[config.mk]
export PLATFORM = sky130hd
export DESIGN_NAME = msrv32_trap_sequencer
export DESIGN_NICKNAME = d
export VERILOG_FILES = /design/src/rtl/msrv32_trap_sequencer.sv
export SDC_FILE = /design/constraint.sdc
export NUM_CORES = 1
export LEC_CHECK = 0
export CORE_AREA = 10 10 52 54
export DETAILED_ROUTE_END_ITERATION = 16
export DIE_AREA = 0 0 62 64
export HOLD_SLACK_MARGIN = 0.12
export PLACE_DENSITY = 0.8
export SYNTH_ARGS = -nofsm -noshare
export SYNTH_HDL_FRONTEND = slang
export SYNTH_SLANG_ARGS = --single-unit
[constraint.sdc]
create_clock -name clk_in -period 1.9 [get_ports clk_in]
set_input_delay 0.285 -clock clk_in [delete_from_list [all_inputs] [get_ports clk_in]]
set_output_delay 0.285 -clock clk_in [all_outputs]
set_load 0.02 [all_outputs]
[src/rtl/msrv32_trap_sequencer.sv]
// Purpose : machine-mode trap/return sequencer driving the CSR trap strobes,
//           fetch PC-select and pipeline flush.
// Latency : Moore strobes, so a trap is taken 1 cycle after its request is sampled.
// Backpressure: none; sources hold their level into S_OPERATING to be taken.
//
// Ports:
//   clk_in, rst_in (async, active-low)
//   exception inputs  : misaligned_instr_in, illegal_instr_in, ebreak_in,
//                       misaligned_load_in, misaligned_store_in, ecall_in
//   mret_in           : MRET decoded
//   interrupt inputs  : mie_in, meie/mtie/msie_in, meip/mtip/msip_in
//   CSR strobes       : set_epc_out, set_cause_out, cause_out[3:0], i_or_e_out,
//                       misaligned_exception_out, mie_clear_out, mie_set_out,
//                       instret_inc_out
//   fetch control     : pc_src_out[1:0], flush_out
module msrv32_trap_sequencer #(
    parameter int BOOT_HOLD = 2
) (
    input  logic       clk_in,
    input  logic       rst_in,
    input  logic       misaligned_instr_in,
    input  logic       illegal_instr_in,
    input  logic       ebreak_in,
    input  logic       misaligned_load_in,
    input  logic       misaligned_store_in,
    input  logic       ecall_in,
    input  logic       mret_in,
    input  logic       mie_in,
    input  logic       meie_in,
    input  logic       mtie_in,
    input  logic       msie_in,
    input  logic       meip_in,
    input  logic       mtip_in,
    input  logic       msip_in,
    output logic       set_epc_out,
    output logic       set_cause_out,
    output logic [3:0] cause_out,
    output logic       i_or_e_out,
    output logic       misaligned_exception_out,
    output logic       mie_clear_out,
    output logic       mie_set_out,
    output logic       instret_inc_out,
    output logic [1:0] pc_src_out,
    output logic       flush_out
);

    typedef enum logic [1:0] {
        S_RESET       = 2'b00,
        S_OPERATING   = 2'b01,
        S_TRAP_TAKEN  = 2'b10,
        S_TRAP_RETURN = 2'b11
    } state_t;

    localparam logic [1:0] PC_BOOT = 2'b00;
    localparam logic [1:0] PC_NEXT = 2'b01;
    localparam logic [1:0] PC_EPC  = 2'b10;
    localparam logic [1:0] PC_TRAP = 2'b11;

    localparam logic [3:0] CAUSE_MIS_INSTR = 4'd0;
    localparam logic [3:0] CAUSE_ILLEGAL   = 4'd2;
    localparam logic [3:0] CAUSE_EBREAK    = 4'd3;
    localparam logic [3:0] CAUSE_MIS_LOAD  = 4'd4;
    localparam logic [3:0] CAUSE_MIS_STORE = 4'd6;
    localparam logic [3:0] CAUSE_ECALL     = 4'd11;
    localparam logic [3:0] CAUSE_IRQ_EXT   = 4'd11;
    localparam logic [3:0] CAUSE_IRQ_SW    = 4'd3;
    localparam logic [3:0] CAUSE_IRQ_TMR   = 4'd7;

    localparam int CNT_W = (BOOT_HOLD < 2) ? 1 : $clog2(BOOT_HOLD);
    localparam logic [CNT_W-1:0] CNT_LAST = CNT_W'(BOOT_HOLD - 1);

    state_t           state_q, state_d;
    logic [CNT_W-1:0] boot_cnt_q, boot_cnt_d;
    logic [3:0]       cause_q, cause_d;
    logic             i_or_e_q, i_or_e_d;
    logic             misaligned_q, misaligned_d;

    logic       exc;
    logic       irq;
    logic       irq_ext, irq_sw, irq_tmr;
    logic [3:0] exc_cause;
    logic       exc_misaligned;
    logic [3:0] irq_cause;

    // Request decode
    assign exc = misaligned_instr_in | illegal_instr_in | ebreak_in |
                 misaligned_load_in | misaligned_store_in | ecall_in;

    assign irq_ext = meie_in & meip_in;
    assign irq_sw  = msie_in & msip_in;
    assign irq_tmr = mtie_in & mtip_in;
    assign irq     = mie_in & (irq_ext | irq_sw | irq_tmr);

    // Exception cause priority encoder; only the misaligned class sets mtval from iadder.
    always_comb begin
        exc_cause      = CAUSE_ECALL;
        exc_misaligned = 1'b0;
        if (misaligned_instr_in) begin
            exc_cause      = CAUSE_MIS_INSTR;
            exc_misaligned = 1'b1;
        end else if (illegal_instr_in) begin
            exc_cause = CAUSE_ILLEGAL;
        end else if (ebreak_in) begin
            exc_cause = CAUSE_EBREAK;
        end else if (misaligned_load_in) begin
            exc_cause      = CAUSE_MIS_LOAD;
            exc_misaligned = 1'b1;
        end else if (misaligned_store_in) begin
            exc_cause      = CAUSE_MIS_STORE;
            exc_misaligned = 1'b1;
        end
    end

    // Interrupt cause priority: external, software, timer.
    always_comb begin
        irq_cause = CAUSE_IRQ_TMR;
        if (irq_ext) begin
            irq_cause = CAUSE_IRQ_EXT;
        end else if (irq_sw) begin
            irq_cause = CAUSE_IRQ_SW;
        end
    end

    // State and trap-info registers
    always_ff @(posedge clk_in or negedge rst_in) begin
        if (!rst_in) begin
            state_q      <= S_RESET;
            boot_cnt_q   <= '0;
            cause_q      <= 4'd0;
            i_or_e_q     <= 1'b0;
            misaligned_q <= 1'b0;
        end else begin
            state_q      <= state_d;
            boot_cnt_q   <= boot_cnt_d;
            cause_q      <= cause_d;
            i_or_e_q     <= i_or_e_d;
            misaligned_q <= misaligned_d;
        end
    end

    // Next-state and trap-info capture
    always_comb begin
        state_d      = state_q;
        boot_cnt_d   = boot_cnt_q;
        cause_d      = cause_q;
        i_or_e_d     = i_or_e_q;
        misaligned_d = misaligned_q;

        unique case (state_q)
            S_RESET: begin
                if (boot_cnt_q == CNT_LAST) begin
                    state_d = S_OPERATING;
                end else begin
                    boot_cnt_d = boot_cnt_q + 1'b1;
                end
            end
            S_OPERATING: begin
                if (exc) begin
                    state_d      = S_TRAP_TAKEN;
                    cause_d      = exc_cause;
                    i_or_e_d     = 1'b0;
                    misaligned_d = exc_misaligned;
                end else if (irq) begin
                    state_d      = S_TRAP_TAKEN;
                    cause_d      = irq_cause;
                    i_or_e_d     = 1'b1;
                    misaligned_d = 1'b0;
                end else if (mret_in) begin
                    state_d = S_TRAP_RETURN;
                end
            end
            // Both trap states last one cycle; requests seen here are dropped.
            S_TRAP_TAKEN:  state_d = S_OPERATING;
            S_TRAP_RETURN: state_d = S_OPERATING;
            default:       state_d = S_RESET;
        endcase
    end

    // Moore outputs decoded from the state register. Because reset clears the
    // state asynchronously, the strobes vanish in the same cycle reset goes low.
    always_comb begin
        set_epc_out   = 1'b0;
        set_cause_out = 1'b0;
        mie_clear_out = 1'b0;
        mie_set_out   = 1'b0;
        pc_src_out    = PC_BOOT;
        flush_out     = 1'b1;

        unique case (state_q)
            S_RESET: begin
                pc_src_out = PC_BOOT;
                flush_out  = 1'b1;
            end
            S_OPERATING: begin
                pc_src_out = PC_NEXT;
                flush_out  = 1'b0;
            end
            S_TRAP_TAKEN: begin
                set_epc_out   = 1'b1;
                set_cause_out = 1'b1;
                mie_clear_out = 1'b1;
                pc_src_out    = PC_TRAP;
                flush_out     = 1'b1;
            end
            S_TRAP_RETURN: begin
                mie_set_out = 1'b1;
                pc_src_out  = PC_EPC;
                flush_out   = 1'b1;
            end
            default: begin
                pc_src_out = PC_BOOT;
                flush_out  = 1'b1;
            end
        endcase
    end

    // MRET itself retires; only an instruction being trapped does not.
    assign instret_inc_out = (state_q == S_OPERATING) & ~exc & ~irq;

    assign cause_out                = cause_q;
    assign i_or_e_out               = i_or_e_q;
    assign misaligned_exception_out = misaligned_q;

endmodule

==> impl_metrics.tcl <==
set metrics [dict create \
    final-setup-viol-count 0 \
    std_cell_rows 15 \
    synth_seq_area_share_pct 40.2 \
    critPathTopFamily "buffers and inverters" \
    firstDrtPassIters 4 \
    wl_per_cell_um 13.4 \
    critical-path-max-stage-delay_ns 0.41 \
    crit_slowest_cell "clkdlybuf4s50_1" \
    post-route-util_pct 56.7 \
    crit_type "input pin to output port" \
    rsz0062_at_grt "no" \
    clk_latency_ns 0.25 \
    worst_setup_path_end_kind "output port" \
    synth_fp_nets 76 \
    yosysUniqueCellTypes 24 \
    synthFlopType "dfrtp_1" \
    ir_worst_vdd_mv 0.412 \
    dp_hpwl_um 1480 \
    cts_root_buf "clkbuf_4" \
    die_area_um2 3970 \
    grt.total_usage_pct 8.04 \
    required_ns 1.62 \
    syn_to_final_growth_pct 72.8 \
    max_slew_margin_pct 71.3 \
    die_w_um 62 \
    die_y_um 64 \
    startpoint_type "input pin" \
    r2r-start "state_q[1]" \
    syn-instance-count 55 \
    finalWeightedCongestion 0.758 \
    synth-async-reset-ratio_pct 100 \
    hold_path.class "input pin to asynchronous set/reset pin" \
    initial_core_util_pct 32.8 \
    wirelength_um 1640 \
    crit_fanout 2 \
    gr-total-overflow 0 \
    vias_per_cell 4.63 \
    power.total_uw 467 \
    fmax_mhz 554 \
    tightest_slew_ns 0.426 \
    maxCapViolations 0 \
    drt_first_iter_violations 19 \
    drv_slew 0 \
    ff2ff_setup_slack_ns 0.46 \
    cts.path.max_buffers 2 \
    ff2ff_path_depth 5 \
    power.leakage_nw 0.480 \
    antenna_left 0 \
    postCtsSetupBuffers 0 \
    cts_max_level 1 \
    fin_cells 123 \
    cts_sinks 9 \
    drive_above_1_share_pct 25.5 \
    finalHoldViolations 0 \
    vias 570 \
    ioPinCount 30 \
    netlist_area_um2 561 \
    powerDensity_nw_per_um2 482 \
    status "finished clean" \
    grt_pass1_vias 576 \
    core-area_um2 1710 \
    grt_start_max_net_pins 10 \
    tns_ns 0 \
    critical_path_arrival_ns 1.52 \
    drc 0 \
    synth_warnings 0 \
    port_buffers 29 \
    crit_chain "clkdlybuf4s50_1 > a222oi_1 > o2111ai_2 > nor2_1 > clkbuf_2" \
    clk_pin_slew_worst_paths_ns 0.06 \
    nets 120 \
    skew_ns 0.00199 \
    synth-edff-count 0 \
    min_period_ns 1.81 \
    worst_slack_ns 0.0941 \
    worst-path-buf-inv 2 \
    fin_crit_sh_pct 95.0 \
    cts_tree "yes" \
    postSynthAreaPerCell_um2 10.2 \
    synth_seq_cells 9 \
    cts_inserted_buffers 3 \
    dp_slack_ns -0.367 \
    dp.cells 119 \
    grt_first_pass_wirelength_um 2480 \
    timing.rr.end "cause_out[2]" \
    antenna_found_initial 0 \
    num_antenna_cells 0 \
]
==> synthesized netlist by cell type (2+ instances only) <==
cell type,number,area (µm²)
a2bb2oi_1,2,17.5
nor2_1,7,26.3
o22a_1,2,17.5
dfrtp_1,9,225
buf_4,2,15.0
o21ai_0,3,15.0
inv_1,5,18.8
ha_1,5,62.6
mux2_4,2,30.0
a21oi_1,4,20.0
==> final cells by class <==
| cell class | instances | area, µm² |
|---|---|---|
| Multi-Input combinational cell | 38 | 290 |
| Sequential cell | 9 | 225 |
| Clock buffer | 3 | 22.5 |
| Timing Repair Buffer | 42 | 375 |
| Tap cell | 25 | 31.3 |
| Inverter | 5 | 18.8 |
| Fill cell | 165 | 739 |
| Clock inverter | 1 | 5.00 |
==> kinds of logic after synthesis <==
family                     synth area share [%]
adders and majority gates                  11.2
buffers and inverters                      8.04
DFF                                        40.2
muxes                                      5.36
and+or+nand+nor                            13.6
AOI/OAI and AO/OA                          21.7
==> sequential cells by signal, indices dropped and copies added, names as in the netlist <==
signal and flops:
state_q 2, i_or_e_out 1, boot_cnt_q 1, misaligned_exception_out 1, cause_out 4
==> worst max path at each step <==
| stage | from | end | cells past startpoint |
|---|---|---|---|
| 6_report | meie_in | instret_inc_out | 5 |
| 4_1_cts | meie_in | instret_inc_out | 5 |
| 2_1_floorplan | meie_in | cause_out[2] | 5 |
| 5_1_grt | meie_in | instret_inc_out | 5 |
| 3_3_place_gp | meie_in | instret_inc_out | 5 |
| 3_5_place_dp | meie_in | instret_inc_out | 5 |
==> per-stage QoR <==
step	hold slack, ns	instance area [µm²]
floorplan	-0.0106	561
finish	0.323	968
detailed placement	0.440	953
CTS	0.323	972
global placement	0.439	953
global route	0.351	968
==> where the power goes <==
part	leakage (nW)	internal, mW	switching (mW)	total, mW
Sequential	0.111	0.207	0.00687	0.213
Clock	0.0177	0.0772	0.0614	0.139
Combinational	0.352	0.0716	0.0434	0.115
Total	0.480	0.355	0.112	0.467
==> timing repair <==
action	CTS	global route
hold buffers	0	0
gates resized for setup	7	2
setup endpoints to repair	7	1
==> layer usage <==
| layer | share of wire [%] | wire length, µm | track usage (%) |
|---|---|---|---|
| met5 | 0 | 0 | 0 |
| met4 | 0 | 0 | 2.51 |
| met3 | 5.5 | 91 | 1.38 |
| met2 | 57 | 933 | 15.6 |
| met1 | 38 | 618 | 8.03 |
==> layout by cell type, fill, tap and decap left out, types with 3 or more instances in the layout <==
| cell type | synthesis | final |
|---|---|---|
| ha_1 | 5 | 5 |
| nor2_1 | 7 | 7 |
| a21oi_1 | 4 | 4 |
| dlygate4sd2_1 | 0 | 6 |
| buf_4 | 2 | 13 |
| clkbuf_4 | 0 | 3 |
| o21ai_0 | 3 | 3 |
| inv_1 | 5 | 5 |
| dfrtp_1 | 9 | 9 |
| clkdlybuf4s50_1 | 0 | 22 |
Note: power is estimated with default switching activity, not from simulation.
